`config.mk`:
```
export PLATFORM = sky130hd
export DESIGN_NAME = dacscan_flat
export DESIGN_NICKNAME = d
export VERILOG_FILES = /design/src/rtl/dacscan_pkg.sv /design/src/rtl/dacscan_if.sv /design/src/rtl/dacscan_rr_pick8.sv /design/src/rtl/dacscan.sv /design/src/flat_wrapper.sv
export SDC_FILE = /design/constraint.sdc
export NUM_CORES = 1
export LEC_CHECK = 0
export BUFFER_PORTS_ARGS = -buffer_cell sky130_fd_sc_hd__buf_2
export CAP_MARGIN = 20
export CELL_PAD_IN_SITES_DETAIL_PLACEMENT = 1
export CELL_PAD_IN_SITES_GLOBAL_PLACEMENT = 1
export CORE_ASPECT_RATIO = 0.7
export CORE_MARGIN = 2
export CORE_UTILIZATION = 40
export DETAILED_ROUTE_END_ITERATION = 12
export GPL_TIMING_DRIVEN = 1
export PLACE_DENSITY_LB_ADDON = 0.1
export SETUP_SLACK_MARGIN = 0.05
export SYNTH_ARGS = -nofsm -noshare
export SYNTH_HDL_FRONTEND = slang
export SYNTH_SLANG_ARGS = --single-unit
```
`constraint.sdc`:
```
create_clock -name clk -period 4.5 [get_ports clk]
set_clock_uncertainty 0.1 [all_clocks]
set_input_delay 0.45 -clock clk [delete_from_list [all_inputs] [get_ports clk]]
set_output_delay 0.45 -clock clk [all_outputs]
set_load 0.01 [all_outputs]
```
`src/rtl/dacscan_pkg.sv`:
```
// dacscan_pkg: scanner states, channel count and write-strobe bit positions shared by dacscan RTL and bench
package dacscan_pkg;
  typedef enum logic [1:0] {IDLE, NEXT, CONV} state_t;
  localparam int NCH = 8;
  localparam int WR_DACEN = 0;
  localparam int WR_SAREN = 1;
  localparam int WR_DACV0 = 2;
endpackage

```
`src/rtl/dacscan_if.sv`:
```
// dacscan_if: register-side bus; master drives regx_wdat/regx_wrdac, slave returns dac_r_vs/r_dac_en/r_sar_en/dac_comp
interface dacscan_if;
  import dacscan_pkg::*;
  logic [7:0] regx_wdat;
  logic [WR_DACV0+NCH-1:0] regx_wrdac;
  logic [8*NCH-1:0] dac_r_vs;
  logic [NCH-1:0] r_dac_en;
  logic [NCH-1:0] r_sar_en;
  logic [NCH-1:0] dac_comp;
  modport master (output regx_wdat, regx_wrdac, input dac_r_vs, r_dac_en, r_sar_en, dac_comp);
  modport slave (input regx_wdat, regx_wrdac, output dac_r_vs, r_dac_en, r_sar_en, dac_comp);
endinterface

```
`src/rtl/dacscan_rr_pick8.sv`:
```
// rr_pick8: rotating priority picker; req_i requests, last_i previous pick -> pick_o first request after last_i, valid_o any request
module rr_pick8 (
  input  logic [7:0] req_i,
  input  logic [2:0] last_i,
  output logic [2:0] pick_o,
  output logic       valid_o
);
  always_comb begin
    pick_o = last_i;
    valid_o = |req_i;
    for (int j = 8; j >= 1; j--)
      if (req_i[3'(int'(last_i) + j)]) pick_o = 3'(int'(last_i) + j);
  end
endmodule

```
`src/rtl/dacscan.sv`:
```
// dacscan: round-robin DAC/comparator scanner (compare or 8-step SAR); clk, rrstz async low reset, rx register bus, ana_comp in, dac_v/dac_sel/busy out
module dacscan
  import dacscan_pkg::*;
#(
  parameter int SETTLE = 6
) (
  input  logic           clk,
  input  logic           rrstz,
  dacscan_if.slave       rx,
  input  logic           ana_comp,
  output logic [7:0]     dac_v,
  output logic [2:0]     dac_sel,
  output logic           busy
);
  state_t state_q, state_d;
  logic [2:0] cur_q, cur_d, sel_q, sel_d, k_q, k_d, pick;
  logic [7:0] cnt_q, cnt_d, dacv_q, dacv_d, trial;
  logic [NCH-1:0][7:0] vals_q, vals_d;
  logic [NCH-1:0] en_q, en_d, sar_q, sar_d, comp_q, comp_d, wr_v;
  logic [1:0] sync_q;
  logic mode_q, mode_d, pvalid, comp_s;
  rr_pick8 u_pick (.req_i(en_q), .last_i(cur_q), .pick_o(pick), .valid_o(pvalid));
  assign comp_s = sync_q[1];
  assign wr_v = rx.regx_wrdac[WR_DACV0 +: NCH];
  assign trial = comp_s ? dacv_q : dacv_q & ~(8'h1 << k_q);
  always_comb begin
    state_d = state_q;
    cur_d = cur_q;
    sel_d = sel_q;
    mode_d = mode_q;
    cnt_d = cnt_q;
    k_d = k_q;
    dacv_d = dacv_q;
    comp_d = comp_q;
    en_d = rx.regx_wrdac[WR_DACEN] ? rx.regx_wdat : en_q;
    sar_d = rx.regx_wrdac[WR_SAREN] ? rx.regx_wdat : sar_q;
    for (int i = 0; i < NCH; i++) vals_d[i] = wr_v[i] ? rx.regx_wdat : vals_q[i];
    unique case (state_q)
      IDLE: state_d = |en_q ? NEXT : IDLE;
      NEXT: begin
        state_d = pvalid ? CONV : IDLE;
        if (pvalid) begin
          cur_d = pick;
          sel_d = pick;
          mode_d = sar_q[pick];
          cnt_d = '0;
          k_d = 3'd7;
          dacv_d = sar_q[pick] ? 8'h80 : vals_d[pick];
        end
      end
      CONV: begin
        cnt_d = cnt_q + 8'd1;
        if ((rx.regx_wrdac[WR_DACEN] && !rx.regx_wdat[cur_q]) || (wr_v[cur_q] && mode_q)) begin
          state_d = NEXT;
        end else if (wr_v[cur_q]) begin
          dacv_d = rx.regx_wdat;
          cnt_d = '0;
        end else if (cnt_q == 8'(SETTLE - 1)) begin
          if (mode_q && k_q != 3'd0) begin
            dacv_d = trial | (8'h1 << (k_q - 3'd1));
            k_d = k_q - 3'd1;
            cnt_d = '0;
          end else begin
            state_d = NEXT;
            comp_d[cur_q] = comp_s;
            if (mode_q) begin
              vals_d[cur_q] = trial;
              dacv_d = trial;
            end
          end
        end
      end
      default: state_d = IDLE;
    endcase
  end
  always_ff @(posedge clk or negedge rrstz) begin
    if (!rrstz) begin
      state_q <= IDLE;
      cur_q <= 3'd7;
      sel_q <= '0;
      mode_q <= 1'b0;
      cnt_q <= '0;
      k_q <= '0;
      dacv_q <= '0;
      vals_q <= '0;
      en_q <= '0;
      sar_q <= '0;
      comp_q <= '0;
      sync_q <= '0;
    end else begin
      state_q <= state_d;
      cur_q <= cur_d;
      sel_q <= sel_d;
      mode_q <= mode_d;
      cnt_q <= cnt_d;
      k_q <= k_d;
      dacv_q <= dacv_d;
      vals_q <= vals_d;
      en_q <= en_d;
      sar_q <= sar_d;
      comp_q <= comp_d;
      sync_q <= {sync_q[0], ana_comp};
    end
  end
  assign rx.dac_r_vs = vals_q;
  assign rx.r_dac_en = en_q;
  assign rx.r_sar_en = sar_q;
  assign rx.dac_comp = comp_q;
  assign dac_v = dacv_q;
  assign dac_sel = sel_q;
  assign busy = state_q != IDLE;
endmodule

```
`src/flat_wrapper.sv`:
```
// flat-port wrapper written by rule: the top's interface ports become plain ports
module dacscan_flat import dacscan_pkg::*;
#(
  parameter int SETTLE = 6
)
  (clk, rrstz, ana_comp, dac_v, dac_sel, busy, rx_regx_wdat, rx_regx_wrdac, rx_dac_r_vs, rx_r_dac_en, rx_r_sar_en, rx_dac_comp);
  dacscan_if rx_i ();
  input  logic clk;
  input  logic rrstz;
  input  logic ana_comp;
  output logic [7:0] dac_v;
  output logic [2:0] dac_sel;
  output logic busy;
  input wire logic [$bits(rx_i.regx_wdat)-1:0] rx_regx_wdat;
  input wire logic [$bits(rx_i.regx_wrdac)-1:0] rx_regx_wrdac;
  output wire logic [$bits(rx_i.dac_r_vs)-1:0] rx_dac_r_vs;
  output wire logic [$bits(rx_i.r_dac_en)-1:0] rx_r_dac_en;
  output wire logic [$bits(rx_i.r_sar_en)-1:0] rx_r_sar_en;
  output wire logic [$bits(rx_i.dac_comp)-1:0] rx_dac_comp;
  assign rx_i.regx_wdat = rx_regx_wdat;
  assign rx_i.regx_wrdac = rx_regx_wrdac;
  assign rx_dac_r_vs = rx_i.dac_r_vs;
  assign rx_r_dac_en = rx_i.r_dac_en;
  assign rx_r_sar_en = rx_i.r_sar_en;
  assign rx_dac_comp = rx_i.dac_comp;
  dacscan #(.SETTLE(SETTLE)) u_core (.clk(clk), .rrstz(rrstz), .rx(rx_i), .ana_comp(ana_comp), .dac_v(dac_v), .dac_sel(dac_sel), .busy(busy));
endmodule
```
==> results.sh, run 1 <==
export IMPL_tns_ns=0
export IMPL_grt_overflow_total=0
export IMPL_tightest_slew_ns=0.7893
export IMPL_ioPinCount=121
export IMPL_clockBufferDepth=2
export IMPL_max_slew_margin_rel=0.4738
export IMPL_arrival_ns=4.36
export IMPL_synth_area_sq_mm=0.008154
export IMPL_io_buffers=120
export IMPL_crit_start="u_core.cur_q[0]"
export IMPL_synth_simple_area_share=0.1711
export IMPL_p_per_area_mw_per_mm2=928.8
export IMPL_rsz0062_at_grt="no"
export IMPL_final_common_cell="buf_2"
export IMPL_fill_cells=2369
export IMPL_async_flop_share=1.000
export IMPL_cts_tree="yes"
export IMPL_synth_compound_area_frac=0.2694
export IMPL_clkTransAtPathRegs_ns=0.06
export IMPL_avgSynthCellArea_sq_um=9.193
export IMPL_grt_pass1_wl_um=48240
export IMPL_reg2reg_from="u_core.cur_q[0]"
export IMPL_drt_total_wl_um=31590
export IMPL_synth_top_family_by_area="compound AO/OA/AOI/OAI gates"
export IMPL_root_buffer="clkbuf_16"
export IMPL_dieHeight_um=123.5
export IMPL_finalCritPeriodShare=0.9279
export IMPL_postCtsHoldBufs=0
export IMPL_numCtsBuffers=17
export IMPL_synth_adder_area_share=0.02762
export IMPL_crit_path_end_kind="flip-flop"
export IMPL_finalHoldViolations=12
export IMPL_placed_cells=1226
export IMPL_dieArea_sq_mm=0.02156
export IMPL_drt_iter0_markers=595
export IMPL_synth_xor_area_frac=0.009667
export IMPL_violations="hold timing"
export IMPL_setup_viol=0
export IMPL_synth_mux_area_frac=0.1119
export IMPL_start_kind="flip-flop"
export IMPL_core_sq_mm=0.01991
export IMPL_finalPower_w=0.008858
export IMPL_place_congestion=0.9006
export IMPL_track_usage=0.2999
export IMPL_grt_max_degree=56
export IMPL_ant_nets=0
export IMPL_utilization=0.4791
export IMPL_syn_inst=887
export IMPL_holdWs_ns=-0.01750
export IMPL_synth_net_count=926
export IMPL_finalMaxSlewViolations=0
export IMPL_synth_seq_cells=118
export IMPL_cp_required_ns=4.69
export IMPL_cts_sinks=118
export IMPL_synth_edf_count=0
export IMPL_ys_types=78
export IMPL_max_freq_mhz=239.5
export IMPL_via_per_inst=6.142
export IMPL_fin_crit_ns=4.175
export IMPL_grt_antenna_before_repair=4
export IMPL_placementRows=43
export IMPL_leakage_nw=4.056
export IMPL_remaining_drc_errors=0
export IMPL_vias=7733
export IMPL_initial_core_util=0.4096
export IMPL_status="finished, violations left"
export IMPL_synthFlopType="dfrtp_1"
export IMPL_layout_common_cells="buf_2 (119), dfrtp_1 (115), a21oi_1 (109)"
export IMPL_ir_worst_vdd_uv=476.4
export IMPL_finalNonFillerCells=1259
export IMPL_synth_seq_area_share=0.3626
export IMPL_die_w_um=174.7
export IMPL_layout_drive_gt1_share=0.2551
export IMPL_ys_warn_count=0
export IMPL_areaGrowthSynthToFinish_pct=16.96
export IMPL_grt_pass1_vias=7660
export IMPL_htree_levels=4
export IMPL_drv_cap=0
export IMPL_hold_path_class="in2async"
export IMPL_dr_pass1_iters=5
export IMPL_wire_per_inst_um=25.09
export IMPL_critPathMaxFanout=26
export IMPL_fin_nets=1014
export IMPL_hpwl_um=21800
export IMPL_insertion_delay_ns=0.43
export IMPL_setup_worst_path_class="reg2reg"
metal layers:
metal,vias to the layer above,track usage,share of wire
met5,-,0,0
met1,3953,0.4328,0.48
met3,43,0.06857,0.059
met4,0,0.08281,0.019
li1,3492,-,-
met2,245,0.4518,0.44
where the power goes:
group / internal (W) / switching [W]
registers: 0.00123 / 0.000190
logic: 0.00224 / 0.00377
clock network: 0.000874 / 0.000557
total: 0.00434 / 0.00452
synth_stat cells, types with 7 or more instances:
cell type | instances | share of area
nor2_1 | 50 | 0.023
a211oi_1 | 68 | 0.063
buf_6 | 7 | 0.0097
nand2_1 | 67 | 0.031
inv_1 | 14 | 0.0064
dfrtp_1 | 115 | 0.35
nand3_1 | 23 | 0.014
o22ai_1 | 11 | 0.0084
o211ai_1 | 10 | 0.0092
o221ai_1 | 13 | 0.014
nor2b_1 | 60 | 0.046
a21oi_1 | 109 | 0.067
o21ai_0 | 38 | 0.023
o31ai_1 | 7 | 0.0064
ha_1 | 18 | 0.028
nor3_1 | 12 | 0.0074
and2_1 | 19 | 0.015
and3_1 | 9 | 0.0069
nand2b_1 | 15 | 0.012
a311o_1 | 7 | 0.0086
clkbuf_1 | 52 | 0.024
buf_2 | 8 | 0.0049
mux2i_1 | 12 | 0.015
mux4_2 | 13 | 0.036
mux2_2 | 29 | 0.040
cell type report:
type	instances	area, sq um	share of cell area
clock inverters	15	177.7	0.01863
diodes	1	2.502	0.0002624
clock buffers	17	425.4	0.04461
flip-flops and latches	118	2957	0.3100
multi-input cells	683	4827	0.5062
well taps	270	337.8	0.03542
inverters	15	56.30	0.005904
repair buffers	140	753.2	0.07898
state kept, by name (all words and copies together), names as in the netlist:
signal / flops
u_core.rx.dac_r_vs: 64
u_core.cnt_q: 8
u_core.dac_v: 8
u_core.rx.dac_comp: 8
u_core.rx.r_dac_en: 8
u_core.rx.r_sar_en: 8
u_core.cur_q: 3
u_core.dac_sel: 3
u_core.k_q: 3
u_core.state_q: 2
u_core.sync_q: 2
u_core.mode_q: 1
what timing repair did:
item | CTS | global route
gates resized for setup | 0 | 2
hold endpoints to repair | 0 | 0
setup buffers | 0 | 0
endpoints found under the setup margin | 0 | 3
critical path, stage by stage, from the launching register on:
cell and delay (ns):
dfstp_2 0.64, buf_4 0.38, ha_1 0.37, xor2_4 0.33, mux2i_4 0.47, nand2_4 0.09
a211oi_2 0.38, o31ai_2 0.13, buf_4 0.18, o221ai_1 0.17, a21boi_1 0.11, o21a_1 0.19
a221oi_1 0.32, o221ai_1 0.16
per-stage QoR:
step           cell area [sq um]  worst slack, ns
2_1_floorplan               8154           0.2403
3_3_place_gp                8912           0.3899
3_5_place_dp                8912           0.3143
4_1_cts                     9515           0.2828
5_1_grt                     9537          0.06334
6_report                    9537           0.3246
cells by family after synthesis:
family,after synthesis
AO/OA/AOI/OAI,322
AND/OR/NAND/NOR,275
flip-flops,118
buffers and inverters,86
multiplexers,62
adder cells (fa/ha/maj),18
XOR/XNOR,6
path summary, 6_finish.rpt:
path	endpoint	slack, ns	cells after the start
worst max-delay path	u_core.dac_v[6]	0.32	13
worst min-delay path	u_core.cnt_q[2]	-0.02	1
worst max register to register	u_core.dac_v[6]	0.32	13
worst min register to register	u_core.sync_q[1]	0.25	0
max in group asynchronous	u_core.rx.dac_r_vs[38]	3.38	2
min in group clk	u_core.sync_q[0]	0.04	1
(Power assumes the default switching activity.)
==> run 2: changes to the inputs <==
Settings changed: ABC_AREA set to 1, CAP_MARGIN 20 to 30, CORE_UTILIZATION 40 to 38, SETUP_SLACK_MARGIN 0.05 to 0.15.
==> run 2 against run 1 <==
Effect of this change: the flow now finishes without violations; critical path depth is 6 higher; worst setup slack better by 0.19 ns; via count is 6.6% lower; highest routed layer unchanged; sequential cell count stayed put; core utilization is 2.0 points lower; final area is 8.9% lower; count of clock-buffer cells in the layout is 2 higher; power is 8.8% lower; die area is 5.0% lower; wire length is 12% lower.
==> results.sh, run 2 <==
export IMPL_status="finished clean"
export IMPL_combPwrFrac=0.634
export IMPL_setup_viol=0
export IMPL_ys_types=43
export IMPL_yosysTopAreaCellShare=0.3916
export IMPL_dieHeight_um=120.4
export IMPL_async_flop_share=1.000
export IMPL_p_clk_frac=0.186
export IMPL_p_seq_frac=0.180
export IMPL_p_int_w=0.003717
export IMPL_postCtsSetupRepairBufs=0
export IMPL_wire_per_inst_um=21.45
export IMPL_ioPinCount=121
export IMPL_fin_crit_ns=3.985
export IMPL_finalNonFillerCells=1303
export IMPL_layout_drive_gt1_share=0.2196
export IMPL_place_congestion=0.8962
export IMPL_insertion_delay_ns=0.44
export IMPL_final_common_cell="nand2_1"
export IMPL_crit_start="u_core.cur_q[1]"
export IMPL_ir_worst_vdd_uv=507.0
export IMPL_r2r_cells=19
export IMPL_netlist_top_cells_area="dfrtp_1 (39%), nand2_1 (11%), nand3_1 (11%)"
export IMPL_remaining_drc_errors=0
export IMPL_vias=7219
export IMPL_layout_common_cells="nand2_1 (225), nand3_1 (157), buf_2 (119)"
export IMPL_placementRows=42
export IMPL_grt_max_degree=43
export IMPL_track_usage=0.2799
export IMPL_finalHoldViolations=0
export IMPL_cp_required_ns=4.76
export IMPL_synthFlopType="dfrtp_1"
export IMPL_synth_area_sq_mm=0.007350
export IMPL_dieArea_sq_mm=0.02049
export IMPL_critPathMaxFanout=36
export IMPL_numCtsBuffers=17
export IMPL_synth_edf_count=0
export IMPL_hp_start="ana_comp"
export IMPL_rsz0062_at_grt="no"
export IMPL_r2r_slack_ns=0.52
export IMPL_reg2reg_to="u_core.dac_v[3]"
export IMPL_grt_overflow_total=0
export IMPL_drt_iter0_markers=460
export IMPL_syn_inst=949
export IMPL_cts_sinks=118
export IMPL_finalCritPeriodShare=0.8855
export IMPL_antenna_diode_count=0
export IMPL_largest_register_ffs=64
export IMPL_ys_top_cells_by_count="nand2_1 (225), nand3_1 (157), dfrtp_1 (115), o21ai_0 (115), inv_1 (59)"
export IMPL_hold_path_class="in2reg"
export IMPL_areaGrowthSynthToFinish_pct=18.23
export IMPL_max_slew_margin_rel=0.2928
export IMPL_htree_levels=4
export IMPL_crit_path_end_kind="flip-flop"
export IMPL_io_buffers=120
export IMPL_hpwl_um=20660
export IMPL_grt_pass1_vias=7197
export IMPL_via_per_inst=5.540
export IMPL_max_freq_mhz=251.0
export IMPL_synth_seq_cells=118
export IMPL_clkTransAtPathRegs_ns=0.06
export IMPL_synth_seq_area_share=0.4023
export IMPL_cts_tree="yes"
export IMPL_synth_top_cell_by_area="dfrtp_1"
export IMPL_grt_pass1_wl_um=42820
export IMPL_p_per_area_mw_per_mm2=929.7
export IMPL_leakage_nw=4.324
export IMPL_setup_worst_path_class="reg2reg"
export IMPL_initial_core_util=0.3885
export IMPL_start_kind="flip-flop"
export IMPL_ys_warn_count=0
export IMPL_arrival_ns=4.25
export IMPL_grt_antenna_before_repair=0
export IMPL_fin_nets=1087
export IMPL_ant_nets=0
export IMPL_root_buffer="clkbuf_16"
export IMPL_die_w_um=170.2
export IMPL_drt_total_wl_um=27950
export IMPL_synth_net_count=988
export IMPL_placed_cells=1270
export IMPL_core_sq_mm=0.01892
export IMPL_tightest_slew_ns=1.054
export IMPL_avgSynthCellArea_sq_um=7.745
export IMPL_yosysMostFrequentCell="nand2_1"
export IMPL_reg2reg_from="u_core.cur_q[1]"
export IMPL_swShare=0.5400
export IMPL_clockBufferDepth=2
export IMPL_dr_pass1_iters=5
export IMPL_finalMaxSlewViolations=0
export IMPL_drv_cap=0
export IMPL_tns_ns=0
export IMPL_switching_power_w=0.004362
export IMPL_endpoint="u_core.dac_v[3]"
run 2: cell count changes in the layout (fill, tap and decap cells not counted), moves of 60 or more:
cell	change
nand2_1	+158
nand3_1	+134
o21ai_0	+77
a21oi_1	-76
a211oi_1	-68
nor2b_1	-60
run 2: stage by stage:
stage / utilization / cell area, sq um / setup WS (ns) / power, W / hold slack [ns]
after floorplan: - / 7350 / 1.383 / 0.005230 / 0.05441
after global placement: 0.4235 / 8013 / 0.6669 / 0.006423 / 0.2367
after detailed placement: 0.4247 / 8035 / 0.4848 / 0.006512 / 0.2379
after CTS: 0.4589 / 8681 / 0.4519 / 0.008055 / 0.01422
after global routing: 0.4593 / 8690 / 0.1915 / 0.008725 / 0.02144
final: 0.4593 / 8690 / 0.5154 / 0.008079 / 0.02551
run 2: metal layers:
metal,track usage,part of all wire
met1,0.4102,0.50
met3,0.04975,0.046
met4,0.07105,0.014
met2,0.4268,0.44
met5,0,0
run 2: power groups by stage:
stage,clock (W),combinational [W],sequential [W]
2_1_floorplan,0,0.00379,0.00144
3_3_place_gp,0,0.00496,0.00146
3_5_place_dp,0,0.00504,0.00147
4_1_cts,0.00153,0.00508,0.00145
5_1_grt,0.00158,0.00568,0.00147
6_report,0.00151,0.00512,0.00145
run 2: what timing repair did:
| action | CTS | global route |
|---|---|---|
| setup endpoints to repair | 0 | 8 |
| resized for setup | 0 | 1 |
| endpoints found under the hold margin | 40 | 0 |
| hold buffers | 1 | 0 |
run 2: cell type report:
type                    instances  area [sq um]
flip-flops and latches        118          2957
fillers                      2390         10230
clock buffers                  19         442.9
well taps                     242         302.8
inverters                      71         271.5
multi-input cells             709          3835
repair buffers                131         688.2
clock inverters                13         192.7
run 2: worst max-delay path, stage by stage, from the launching register on:
cell     delay (ns)
dfstp_2        0.66
inv_2          0.19
ha_1           0.49
inv_2          0.18
nand3_1        0.13
nand3_1        0.16
nand2_1        0.09
nand2_1        0.07
nand2_1        0.05
nand2_1        0.05
nand2_1        0.05
nand2_2        0.08
nand3_2        0.41
nand2_8        0.41
nand2_1        0.11
nand3_1        0.08
nand3_1        0.09
nand2_2        0.21
nand3_1        0.11
a21oi_1        0.16
run 2: how the worst min path moves through the flow:
stage	to	slack, ns	cells after the start
after global placement	u_core.sync_q[1]	0.24	0
after CTS	u_core.sync_q[0]	0.01	1
after global routing	u_core.sync_q[0]	0.02	1
final	u_core.sync_q[0]	0.03	1
after floorplan	u_core.cnt_q[0]	0.05	0
after detailed placement	u_core.sync_q[1]	0.24	0
run 2: cells by family after synthesis:
logic type	share of synthesized area
buffers and inverters	0.07848
adder cells (fa/ha/maj)	0.03064
AO/OA/AOI/OAI	0.1253
AND/OR/NAND/NOR	0.2783
multiplexers	0.07678
flip-flops	0.4023
XOR/XNOR	0.008172
